$ cat config.mk
export PLATFORM = sky130hd
export DESIGN_NAME = io_break_hub_flat
export DESIGN_NICKNAME = d
export VERILOG_FILES = /design/src/rtl/io_break_hub_pkg.sv /design/src/rtl/io_break_hub_if.sv /design/src/rtl/io_break_hub_irq_agg.sv /design/src/rtl/io_break_hub.sv /design/src/flat_wrapper.sv
export SDC_FILE = /design/constraint.sdc
export NUM_CORES = 1
export LEC_CHECK = 0
export ABC_AREA = 1
export BUFFER_PORTS_ARGS = -buffer_cell sky130_fd_sc_hd__buf_2
export CAP_MARGIN = 0
export CORE_UTILIZATION = 42
export CTS_CLUSTER_DIAMETER = 200
export DETAILED_ROUTE_END_ITERATION = 10
export PLACE_DENSITY_LB_ADDON = 0.1
export REMOVE_ABC_BUFFERS = 1
export SETUP_SLACK_MARGIN = 0.2
export SYNTH_ARGS = -nofsm -noshare
export SYNTH_HDL_FRONTEND = slang
export SYNTH_SLANG_ARGS = --single-unit
$ cat constraint.sdc
create_clock -name clk -period 1.7 [get_ports clk]
set_input_delay 0 -clock clk [delete_from_list [all_inputs] [get_ports clk]]
set_output_delay 0 -clock clk [all_outputs]
set_load 0.01 [all_outputs]
$ cat src/rtl/io_break_hub_pkg.sv
// rtl/io_break_hub_pkg.sv - shared types and helpers for the I/O break hub
package io_pkg;

    typedef enum logic [1:0] {
        IDLE = 2'd0,
        REQ  = 2'd1,
        XFER = 2'd2,
        DONE = 2'd3
    } brk_state_e;

    localparam int NCH_MAX = 8;

    function automatic int iw_of(input int n);
        return (n <= 2) ? 1 : $clog2(n);
    endfunction

    // First requester at or after ptr, wrapping within n channels; ptr is returned when none request.
    function automatic logic [2:0] rr_pick(input logic [NCH_MAX-1:0] req,
                                           input logic [2:0] ptr,
                                           input int n);
        logic [2:0] pick;
        logic       found;
        int         idx;
        pick  = ptr;
        found = 1'b0;
        for (int i = 0; i < NCH_MAX; i++) begin
            idx = int'(ptr) + i;
            if (idx >= n) idx = idx - n;
            if (i < n && !found && req[idx[2:0]]) begin
                pick  = idx[2:0];
                found = 1'b1;
            end
        end
        return pick;
    endfunction

endpackage

$ cat src/rtl/io_break_hub_if.sv
// rtl/io_break_hub_if.sv - break handshake and DMA bus towards state_machine/ma
interface io_break_hub_if #(
    parameter int AW = 15,
    parameter int DW = 12
);
    logic          data_break;
    logic          break_in_prog;
    logic [AW-1:0] dma_addr;
    logic          to_mem;
    logic [DW-1:0] dma_dout;
    logic [DW-1:0] dma_din;

    modport master (
        output data_break, dma_addr, to_mem, dma_dout,
        input  break_in_prog, dma_din
    );

    modport slave (
        input  data_break, dma_addr, to_mem, dma_dout,
        output break_in_prog, dma_din
    );
endinterface

$ cat src/rtl/io_break_hub_irq_agg.sv
// rtl/io_break_hub_irq_agg.sv - per-channel interrupt latch, mask and aggregation
module irq_agg
    import io_pkg::*;
#(
    parameter int             NCH      = 4,
    parameter logic [NCH-1:0] IRQ_EDGE = '0
) (
    input  logic           clk,
    input  logic           rst_n,
    input  logic           clear,
    input  logic [NCH-1:0] irq_in,
    input  logic [NCH-1:0] irq_ack,
    input  logic           mask_we,
    input  logic [NCH-1:0] mask_din,
    output logic [NCH-1:0] irq_pend,
    output logic           irq
);

    logic [NCH-1:0] irq_prev_q, irq_prev_d;
    logic [NCH-1:0] edge_q, edge_d;
    logic [NCH-1:0] mask_q, mask_d;
    logic [NCH-1:0] pend_q, pend_d;
    logic [NCH-1:0] pend_raw;

    always_comb begin
        irq_prev_d = irq_in;
        // A new rising edge overrides an acknowledge in the same cycle.
        edge_d = ((edge_q & ~irq_ack) | (irq_in & ~irq_prev_q)) & IRQ_EDGE;
        if (clear) edge_d = '0;
        pend_raw = (IRQ_EDGE & edge_q) | (~IRQ_EDGE & irq_in);
        mask_d   = clear ? '1 : (mask_we ? mask_din : mask_q);
        pend_d   = pend_raw & mask_q;
    end

    always_ff @(posedge clk or negedge rst_n) begin
        if (!rst_n) begin
            irq_prev_q <= '0;
            edge_q     <= '0;
            mask_q     <= '1;
            pend_q     <= '0;
        end else begin
            irq_prev_q <= irq_prev_d;
            edge_q     <= edge_d;
            mask_q     <= mask_d;
            pend_q     <= pend_d;
        end
    end

    assign irq_pend = pend_q;
    assign irq      = |pend_q;

endmodule

$ cat src/rtl/io_break_hub.sv
// rtl/io_break_hub.sv - round-robin data-break arbiter/sequencer plus interrupt hub
module io_break_hub
    import io_pkg::*;
#(
    parameter int             NCH      = 4,
    parameter int             AW       = 15,
    parameter int             DW       = 12,
    parameter logic [NCH-1:0] IRQ_EDGE = '0
) (
    input  logic              clk,
    input  logic              reset,
    input  logic              clear,
    input  logic [NCH-1:0]    brk_req,
    input  logic [NCH*AW-1:0] brk_addr,
    input  logic [NCH-1:0]    brk_wr,
    input  logic [NCH*DW-1:0] brk_wdata,
    output logic [NCH-1:0]    brk_gnt,
    output logic [DW-1:0]     brk_rdata,
    io_break_hub_if.master    sm,
    input  logic [NCH-1:0]    irq_in,
    input  logic [NCH-1:0]    irq_ack,
    input  logic              mask_we,
    input  logic [NCH-1:0]    mask_din,
    output logic              irq,
    output logic [NCH-1:0]    irq_pend,
    output logic              busy
);

    localparam int IW = iw_of(NCH);

    brk_state_e    state_q, state_d;
    logic [IW-1:0] rr_ptr_q, rr_ptr_d;
    logic [IW-1:0] win_q, win_d;
    logic [AW-1:0] dma_addr_q, dma_addr_d;
    logic          to_mem_q, to_mem_d;
    logic [DW-1:0] dma_dout_q, dma_dout_d;
    logic [DW-1:0] brk_rdata_q, brk_rdata_d;
    logic [NCH-1:0] brk_gnt_q, brk_gnt_d;
    logic          data_break_q, data_break_d;
    logic          busy_q, busy_d;

    logic [NCH_MAX-1:0] req_ext;
    logic [2:0]         pick;
    logic [IW-1:0]      win_pick;

    assign req_ext  = NCH_MAX'(brk_req);
    assign pick     = rr_pick(req_ext, 3'(rr_ptr_q), NCH);
    assign win_pick = IW'(pick);

    always_comb begin
        state_d     = state_q;
        rr_ptr_d    = rr_ptr_q;
        win_d       = win_q;
        dma_addr_d  = dma_addr_q;
        to_mem_d    = to_mem_q;
        dma_dout_d  = dma_dout_q;
        brk_rdata_d = brk_rdata_q;
        brk_gnt_d   = '0;
        case (state_q)
            IDLE: if (|brk_req) begin
                state_d    = REQ;
                win_d      = win_pick;
                dma_addr_d = brk_addr[int'(win_pick)*AW +: AW];
                to_mem_d   = brk_wr[win_pick];
                dma_dout_d = brk_wdata[int'(win_pick)*DW +: DW];
            end
            REQ: begin
                // Abort is only safe before the state machine has taken the break.
                if (clear) begin
                    state_d    = IDLE;
                    dma_addr_d = '0;
                    to_mem_d   = 1'b0;
                    dma_dout_d = '0;
                end else if (sm.break_in_prog) begin
                    state_d = XFER;
                end
            end
            XFER: if (!sm.break_in_prog) begin
                state_d          = DONE;
                brk_rdata_d      = sm.dma_din;
                brk_gnt_d[win_q] = 1'b1;
            end
            DONE: begin
                state_d    = IDLE;
                rr_ptr_d   = (win_q == IW'(NCH - 1)) ? '0 : win_q + 1'b1;
                dma_addr_d = '0;
                to_mem_d   = 1'b0;
                dma_dout_d = '0;
            end
            default: state_d = IDLE;
        endcase
        data_break_d = (state_d == REQ) || (state_d == XFER);
        busy_d       = (state_d != IDLE);
    end

    always_ff @(posedge clk or negedge reset) begin
        if (!reset) begin
            state_q      <= IDLE;
            rr_ptr_q     <= '0;
            win_q        <= '0;
            dma_addr_q   <= '0;
            to_mem_q     <= 1'b0;
            dma_dout_q   <= '0;
            brk_rdata_q  <= '0;
            brk_gnt_q    <= '0;
            data_break_q <= 1'b0;
            busy_q       <= 1'b0;
        end else begin
            state_q      <= state_d;
            rr_ptr_q     <= rr_ptr_d;
            win_q        <= win_d;
            dma_addr_q   <= dma_addr_d;
            to_mem_q     <= to_mem_d;
            dma_dout_q   <= dma_dout_d;
            brk_rdata_q  <= brk_rdata_d;
            brk_gnt_q    <= brk_gnt_d;
            data_break_q <= data_break_d;
            busy_q       <= busy_d;
        end
    end

    assign sm.data_break = data_break_q;
    assign sm.dma_addr   = dma_addr_q;
    assign sm.to_mem     = to_mem_q;
    assign sm.dma_dout   = dma_dout_q;
    assign brk_gnt       = brk_gnt_q;
    assign brk_rdata     = brk_rdata_q;
    assign busy          = busy_q;

    irq_agg #(
        .NCH      (NCH),
        .IRQ_EDGE (IRQ_EDGE)
    ) u_irq_agg (
        .clk      (clk),
        .rst_n    (reset),
        .clear    (clear),
        .irq_in   (irq_in),
        .irq_ack  (irq_ack),
        .mask_we  (mask_we),
        .mask_din (mask_din),
        .irq_pend (irq_pend),
        .irq      (irq)
    );

endmodule

$ cat src/flat_wrapper.sv
// flat-port wrapper written by rule: the top's interface ports become plain ports
module io_break_hub_flat import io_pkg::*;
#(
    parameter int             NCH      = 4,
    parameter int             AW       = 15,
    parameter int             DW       = 12,
    parameter logic [NCH-1:0] IRQ_EDGE = '0
)
  (clk, reset, clear, brk_req, brk_addr, brk_wr, brk_wdata, brk_gnt, brk_rdata, irq_in, irq_ack, mask_we, mask_din, irq, irq_pend, busy, sm_data_break, sm_dma_addr, sm_to_mem, sm_dma_dout, sm_break_in_prog, sm_dma_din);
  io_break_hub_if #(.AW(AW), .DW(DW)) sm_i ();
  input  logic clk;
  input  logic reset;
  input  logic clear;
  input  logic [NCH-1:0] brk_req;
  input  logic [NCH*AW-1:0] brk_addr;
  input  logic [NCH-1:0] brk_wr;
  input  logic [NCH*DW-1:0] brk_wdata;
  output logic [NCH-1:0] brk_gnt;
  output logic [DW-1:0] brk_rdata;
  input  logic [NCH-1:0] irq_in;
  input  logic [NCH-1:0] irq_ack;
  input  logic mask_we;
  input  logic [NCH-1:0] mask_din;
  output logic irq;
  output logic [NCH-1:0] irq_pend;
  output logic busy;
  output wire logic [$bits(sm_i.data_break)-1:0] sm_data_break;
  output wire logic [$bits(sm_i.dma_addr)-1:0] sm_dma_addr;
  output wire logic [$bits(sm_i.to_mem)-1:0] sm_to_mem;
  output wire logic [$bits(sm_i.dma_dout)-1:0] sm_dma_dout;
  input wire logic [$bits(sm_i.break_in_prog)-1:0] sm_break_in_prog;
  input wire logic [$bits(sm_i.dma_din)-1:0] sm_dma_din;
  assign sm_data_break = sm_i.data_break;
  assign sm_dma_addr = sm_i.dma_addr;
  assign sm_to_mem = sm_i.to_mem;
  assign sm_dma_dout = sm_i.dma_dout;
  assign sm_i.break_in_prog = sm_break_in_prog;
  assign sm_i.dma_din = sm_dma_din;
  io_break_hub #(.NCH(NCH), .AW(AW), .DW(DW), .IRQ_EDGE(IRQ_EDGE)) u_core (.clk(clk), .reset(reset), .clear(clear), .brk_req(brk_req), .brk_addr(brk_addr), .brk_wr(brk_wr), .brk_wdata(brk_wdata), .brk_gnt(brk_gnt), .brk_rdata(brk_rdata), .sm(sm_i), .irq_in(irq_in), .irq_ack(irq_ack), .mask_we(mask_we), .mask_din(mask_din), .irq(irq), .irq_pend(irq_pend), .busy(busy));
endmodule
**Word-level counts from Yosys, hierarchy flattened**

Cells that the tools add are included.

- Reduce and logical (&&, ||, !) cells: 17
- Multipliers: 2
- Equality and inequality tests: 8
- Shift operators: 2
- Magnitude comparators: 11
- Muxes and demuxes: 42
- Add/sub/neg operators: 8
- Bitwise gates (word level): 2

Operator list:

| operator | number |
|---|---|
| greater-or-equal comparator 32 x 4 -> 1 bit (second input constant) | 3 |
| indexed part select 60 x 32 -> 15 bit | 1 |
| indexed part select 48 x 32 -> 12 bit | 1 |
| one-hot mux 15 bit (3 select lines) | 1 |
| one-hot mux 12 bit (3 select lines) | 1 |
| 2-to-1 mux 15 bit | 2 |
| 2-to-1 mux 12 bit | 2 |
| 2-to-1 mux 2 bit | 9 |
| < comparator 3 x 4 -> 1 bit (second input constant) | 4 |
| 2-to-1 mux 4 bit | 4 |
| binary-select mux 1 bit (select 3 bit) | 4 |
| 2-to-1 mux 3 bit | 4 |
| 2-to-1 mux 1 bit | 11 |
| subtractor 3 bit (second input constant) | 3 |
| == test 2 bit (second input constant) | 4 |
| one-hot mux 2 bit (4 select lines) | 1 |
| OR reduction 4 bit | 2 |
| adder 2 x 2 -> 3 bit (second input constant) | 2 |
| < comparator 2 x 3 -> 1 bit (second input constant) | 2 |
| multiplier 2 x 4 -> 6 bit (second input constant) | 1 |
| AND 4 bit | 1 |
| == test 2 x 1 -> 1 bit (second input constant) | 2 |
| logical AND 1 bit | 4 |
| multiplier 2 x 2 -> 4 bit (second input constant) | 1 |
| other kinds (18) | 22 |

- Register bits after elaboration: 60
- Bits of input ports: 145

**Logic depth before layout (Yosys ltp)**

- Depth after elaboration: 18
- Depth in mapped cells: 17
- Depth with buffers taken out: 15

**Cells and area by module**

A second synthesis with hierarchy kept.

- Cell total of the unflattened synthesis: 573
- Area total of the unflattened synthesis: 3,877.5 um^2

Modules (own cells, without submodules):

| module | instances | area an instance (um^2) | cells an instance | seq. area each (um^2) |
|---|---|---|---|---|
| io_break_hub | 1 | 3,573.4 | 540 | 1,301.2 |
| irq_agg | 1 | 304.0 | 33 | 205.2 |

**Least setup slack after synthesis**

No wires, ideal clock.

- Path kind: register to register
- Start: register u_core.rr_ptr_q[0]
- End: register u_core.dma_addr_q[0], in the netlist u_core.sm.dma_addr[0]
- Cell stages (with the launch flop): 16
- Path buffers: 3
- Arrival time: 1.739 ns
- Period minus slack after synthesis: 1.857 ns
- Path slack: -0.157 ns
- Path through: dfrtp_1 -> buf_4 -> nand2_1 -> nand3_1 -> nand2_2 -> inv_2 -> nor2_4 -> nand2_4 -> nand2_2 -> buf_6 -> buf_2 -> nand3b_1 -> nand2_1 -> nand2_1 -> nand3_1 -> nand2_1

- Cells in the longest elaborated chain, start to end: 18
- Elaborated cells between the ends (all ways): 40
- Those cells by class: add/sub (7); mul (1); order compare (4); shift (1); mux (21); reduce/logical (6)

Ends and longest elaborated chain:

| item | RTL line | source |
|---|---|---|
| start: declaration | io_break_hub.sv:32 | `logic [IW-1:0] rr_ptr_q, rr_ptr_d;` |
| start signal: assignment | io_break_hub.sv:110 | `rr_ptr_q <= rr_ptr_d;` |
| parallel branches: the longest is 13 deep, another holds greater-or-equal comparator 32 x 4 -> 1 bit | -- |  |
| 2-to-1 mux 2 bit * | io_break_hub_pkg.sv:29 | `if (i < n && !found && req[idx[2:0]]) begin` |
| multiplier 2 x 4 -> 6 bit * | io_break_hub.sv:63 | `dma_addr_d = brk_addr[int'(win_pick)*AW +: AW];` |
| indexed part select 60 x 32 -> 15 bit * | io_break_hub.sv:63 |  |
| 2-to-1 mux 15 bit * | io_break_hub.sv:60 | `IDLE: if (\|brk_req) begin` |
| one-hot mux 15 bit (3 select lines) * | io_break_hub.sv:59 | `case (state_q)` |
| end signal: assignment | io_break_hub.sv:112 | `dma_addr_q <= dma_addr_d;` |
| end: declaration | io_break_hub.sv:34 | `logic [AW-1:0] dma_addr_q, dma_addr_d;` |

Mark *: on every way between the ends. The select of a mux whose other input is x is not followed.
A chain may end at the register's enable or synchronous reset.

**Worst setup path after layout**

- Start: register u_core.rr_ptr_q[0]
- End: register u_core.dma_addr_q[9], in the netlist u_core.sm.dma_addr[9]

Same word-level chain as after synthesis.

==> flow_metrics.py <==
metrics = {
    "run_status": {
        "status": "finished, violations left",
        "failed_checks": "setup timing",
    },
    "floorplanning": {
        "die_width_um": 99.8,
        "initial_core_util_pct": 43.5,
        "die_area_um2": 9970,
        "core_area_um2": 9240,
        "pin_count": 196,
        "rows": 35,
        "die_h_um": 99.8,
    },
    "clock_tree": {
        "clk_latency_ns": 0.35,
        "cts-buffers-inserted": 9,
        "cts_root_buffer": "clkbuf_8",
        "cts_tree": "built",
        "clock_path_buffers": 2,
        "cts_sinks": 60,
        "htreeDepth": 3,
        "cts.reportedPaths.clkPinSlew_ns": 0.07,
    },
    "global_route": {
        "grt_pass1_vias": 4264,
        "track_usage_pct": 24.5,
        "gr-total-overflow": 0,
        "antenna_found_initial": 0,
        "grt_pass1_wl_um": 19300,
        "grt_max_degree": 44,
    },
    "route": {
        "antenna_left": 0,
        "dr_total_vias": 4469,
        "drt-initial-drc-count": 147,
        "vias_per_cell": 4.66,
        "drc": 0,
        "drt-total-wl_um": 12600,
        "first_pass_iters": 4,
        "drt-wirelength-per-cell_um": 13.2,
    },
    "critical_path": {
        "worstPathArrival_ns": 2.33,
        "cp.required_ns": 1.93,
        "crit_fanout": 8,
        "reg2reg_depth": 14,
        "cp-start-kind": "flop",
        "crit_type": "flop to flop",
        "end_kind": "flop",
    },
    "synthesis": {
        "ys_types": 27,
        "syn_inst": 580,
        "yosysMostFrequentCell": "nand2_1",
        "ys.flop_type": "dfrtp_1",
        "synth_top_area_share_pct": 34.9,
        "async_flop_share_pct": 100,
        "ys_ff_latch": 60,
        "synth-edff-count": 0,
        "synth_area_leaders": "dfrtp_1 (35%), nand2_1 (24%), nand3b_1 (8.6%)",
        "ys_seq_area_share_pct": 37.5,
        "yosys-top-cells-count": "nand2_1 (256), inv_1 (69), dfrtp_1 (56), nand3_1 (54), nand3b_1 (46)",
        "synth_warnings": 0,
        "synth_top_area_cell": "dfrtp_1",
        "synthesis.area_um2": 4020,
        "syn_area_per_cell_um2": 6.93,
    },
    "place": {
        "numPortBuffers": 191,
        "dp_hpwl_um": 8030,
        "gp_congestion": 0.812,
        "dpl_worst_slack_ns": -0.274,
    },
    "timing": {
        "max_freq_mhz": 476,
        "setup_viol": 30,
        "min_period_ns": 2.10,
        "tightest_slew_ns": 0.488,
        "fin_worst_skew_ns": 0.00858,
        "relSlewSlack_pct": 67.2,
        "final-max-slew-violation-count": 0,
        "final-hold-violation-count": 0,
        "holdWs_ns": 0.0146,
        "period_share_pct": 124,
        "rsz0062_at_grt": "yes",
        "setup_slack_ns": -0.400,
    },
    "pwr": {
        "vdd_drop_max_v": 0.00123,
        "pwr_density_cell_nw_per_um2": 2120,
        "fin_total_pwr_w": 0.0131,
        "p_leak_nw": 3.62,
    },
    "cells_and_area": {
        "antennaDiodeCount": 0,
        "layout-drive-gt1-share_pct": 36.4,
        "synthToLayoutAreaGrowth_pct": 53.8,
        "final_nets": 974,
    },
    "worst_hold_path": {
        "worstHoldPathType": "input pin to flop",
        "min_path_cells": 3,
    },
    "flow_run": {
        "drv_cap": 0,
    },
}
[power breakdown]
group	switching, W	internal (W)	total [W]
Combinational	0.00505	0.00418	0.00923
Clock	0.000619	0.000832	0.00145
Sequential	0.000373	0.00207	0.00244
Total	0.00605	0.00708	0.0131
[per-stage QoR]
stage	std cells	util (%)	TNS, ns	cell area, um2
global placement	892	56.5	-6.16	5220
CTS	950	64.6	-7.06	5970
finish	958	66.9	-10.20	6180
floorplan	550	-	-48.49	3830
global route	958	66.9	-13.41	6180
detailed placement	892	56.5	-6.98	5220
[cell type report]
type	count	area, um2
clock buffers	9	124
inverters	74	285
fillers	801	3060
well taps	129	161
multi-input cells	416	2180
clock inverters	7	98.8
repair buffers	263	1820
flip-flops and latches	60	1510
[kinds of logic after synthesis]
kind of cell               after synthesis  share of synthesized area (%)
and+or+nand+nor                        382                           43.5
adders and majority gates                5                           1.56
AOI/OAI and AO/OA                       17                           2.46
muxes                                   12                           3.36
buffers and inverters                  104                           11.6
DFF                                     60                           37.5
[sequential cells by signal, indices dropped and copies added, names as in the netlist]
signal and cells:
u_core.brk_gnt 4, u_core.brk_rdata 12, u_core.busy 1, u_core.rr_ptr_q 2, u_core.sm.data_break 1, u_core.sm.dma_addr 15
u_core.sm.dma_dout 12, u_core.sm.to_mem 1, u_core.state_q 2, u_core.u_irq_agg.irq_pend 4, u_core.u_irq_agg.mask_q 4, u_core.win_q 2
[repair_timing]
item | CTS | global route
resized for setup | 16 | 27
gates cloned | 3 | 3
pin swaps | 0 | 8
hold buffers | 33 | 0
setup endpoints to repair | 32 | 30
setup buffers | 6 | 5
hold endpoints to repair | 49 | 0
[critical path, cell delays in order, from the launching register on]
cell and delay [ns]:
dfrtp_2 0.45, buf_6 0.16, nand2_1 0.09, nand2_2 0.09
nand2_4 0.07, nand2_4 0.07, nor2_4 0.15, nand2_4 0.11
buf_6 0.14, a21oi_4 0.20, buf_4 0.15, clkbuf_16 0.14
nand2_1 0.05, nand3_1 0.08, nand2_1 0.05
[path summary, 6_finish.rpt]
check / slack (ns) / from / endpoint
hold reg to reg: 0.47 / u_core.u_irq_agg.mask_q[3] / u_core.u_irq_agg.irq_pend[3]
hold / removal: 0.01 / clear / u_core.u_irq_agg.mask_q[2]
min in group asynchronous: 0.15 / reset / u_core.rr_ptr_q[1]
setup reg to reg: -0.40 / u_core.rr_ptr_q[0] / u_core.sm.dma_addr[9]
setup / recovery: -0.40 / u_core.rr_ptr_q[0] / u_core.sm.dma_addr[9]
max in group asynchronous: 0.91 / reset / u_core.u_irq_agg.mask_q[3]
[cells in the final DEF, fill, tap and decap left out, types with 5 or more instances in the layout]
cell type,n
nand2_1,245
buf_2,191
inv_1,69
dfrtp_1,54
nand3_1,51
nand3b_1,46
dlygate4sd3_1,33
buf_4,18
mux2_2,12
nand2_2,11
nand2_4,9
clkbuf_8,9
buf_12,8
a21oi_1,7
buf_6,7
nor2_1,6
o21ai_0,5
ha_1,5
[routing by layer]
metal	wire length [um]	global-route usage [%]
met1	5510	31.1
met2	6150	41.4
met3	634	3.69
met4	316	10.7
met5	0	0
No activity file was read; power rests on OpenSTA's default activity.
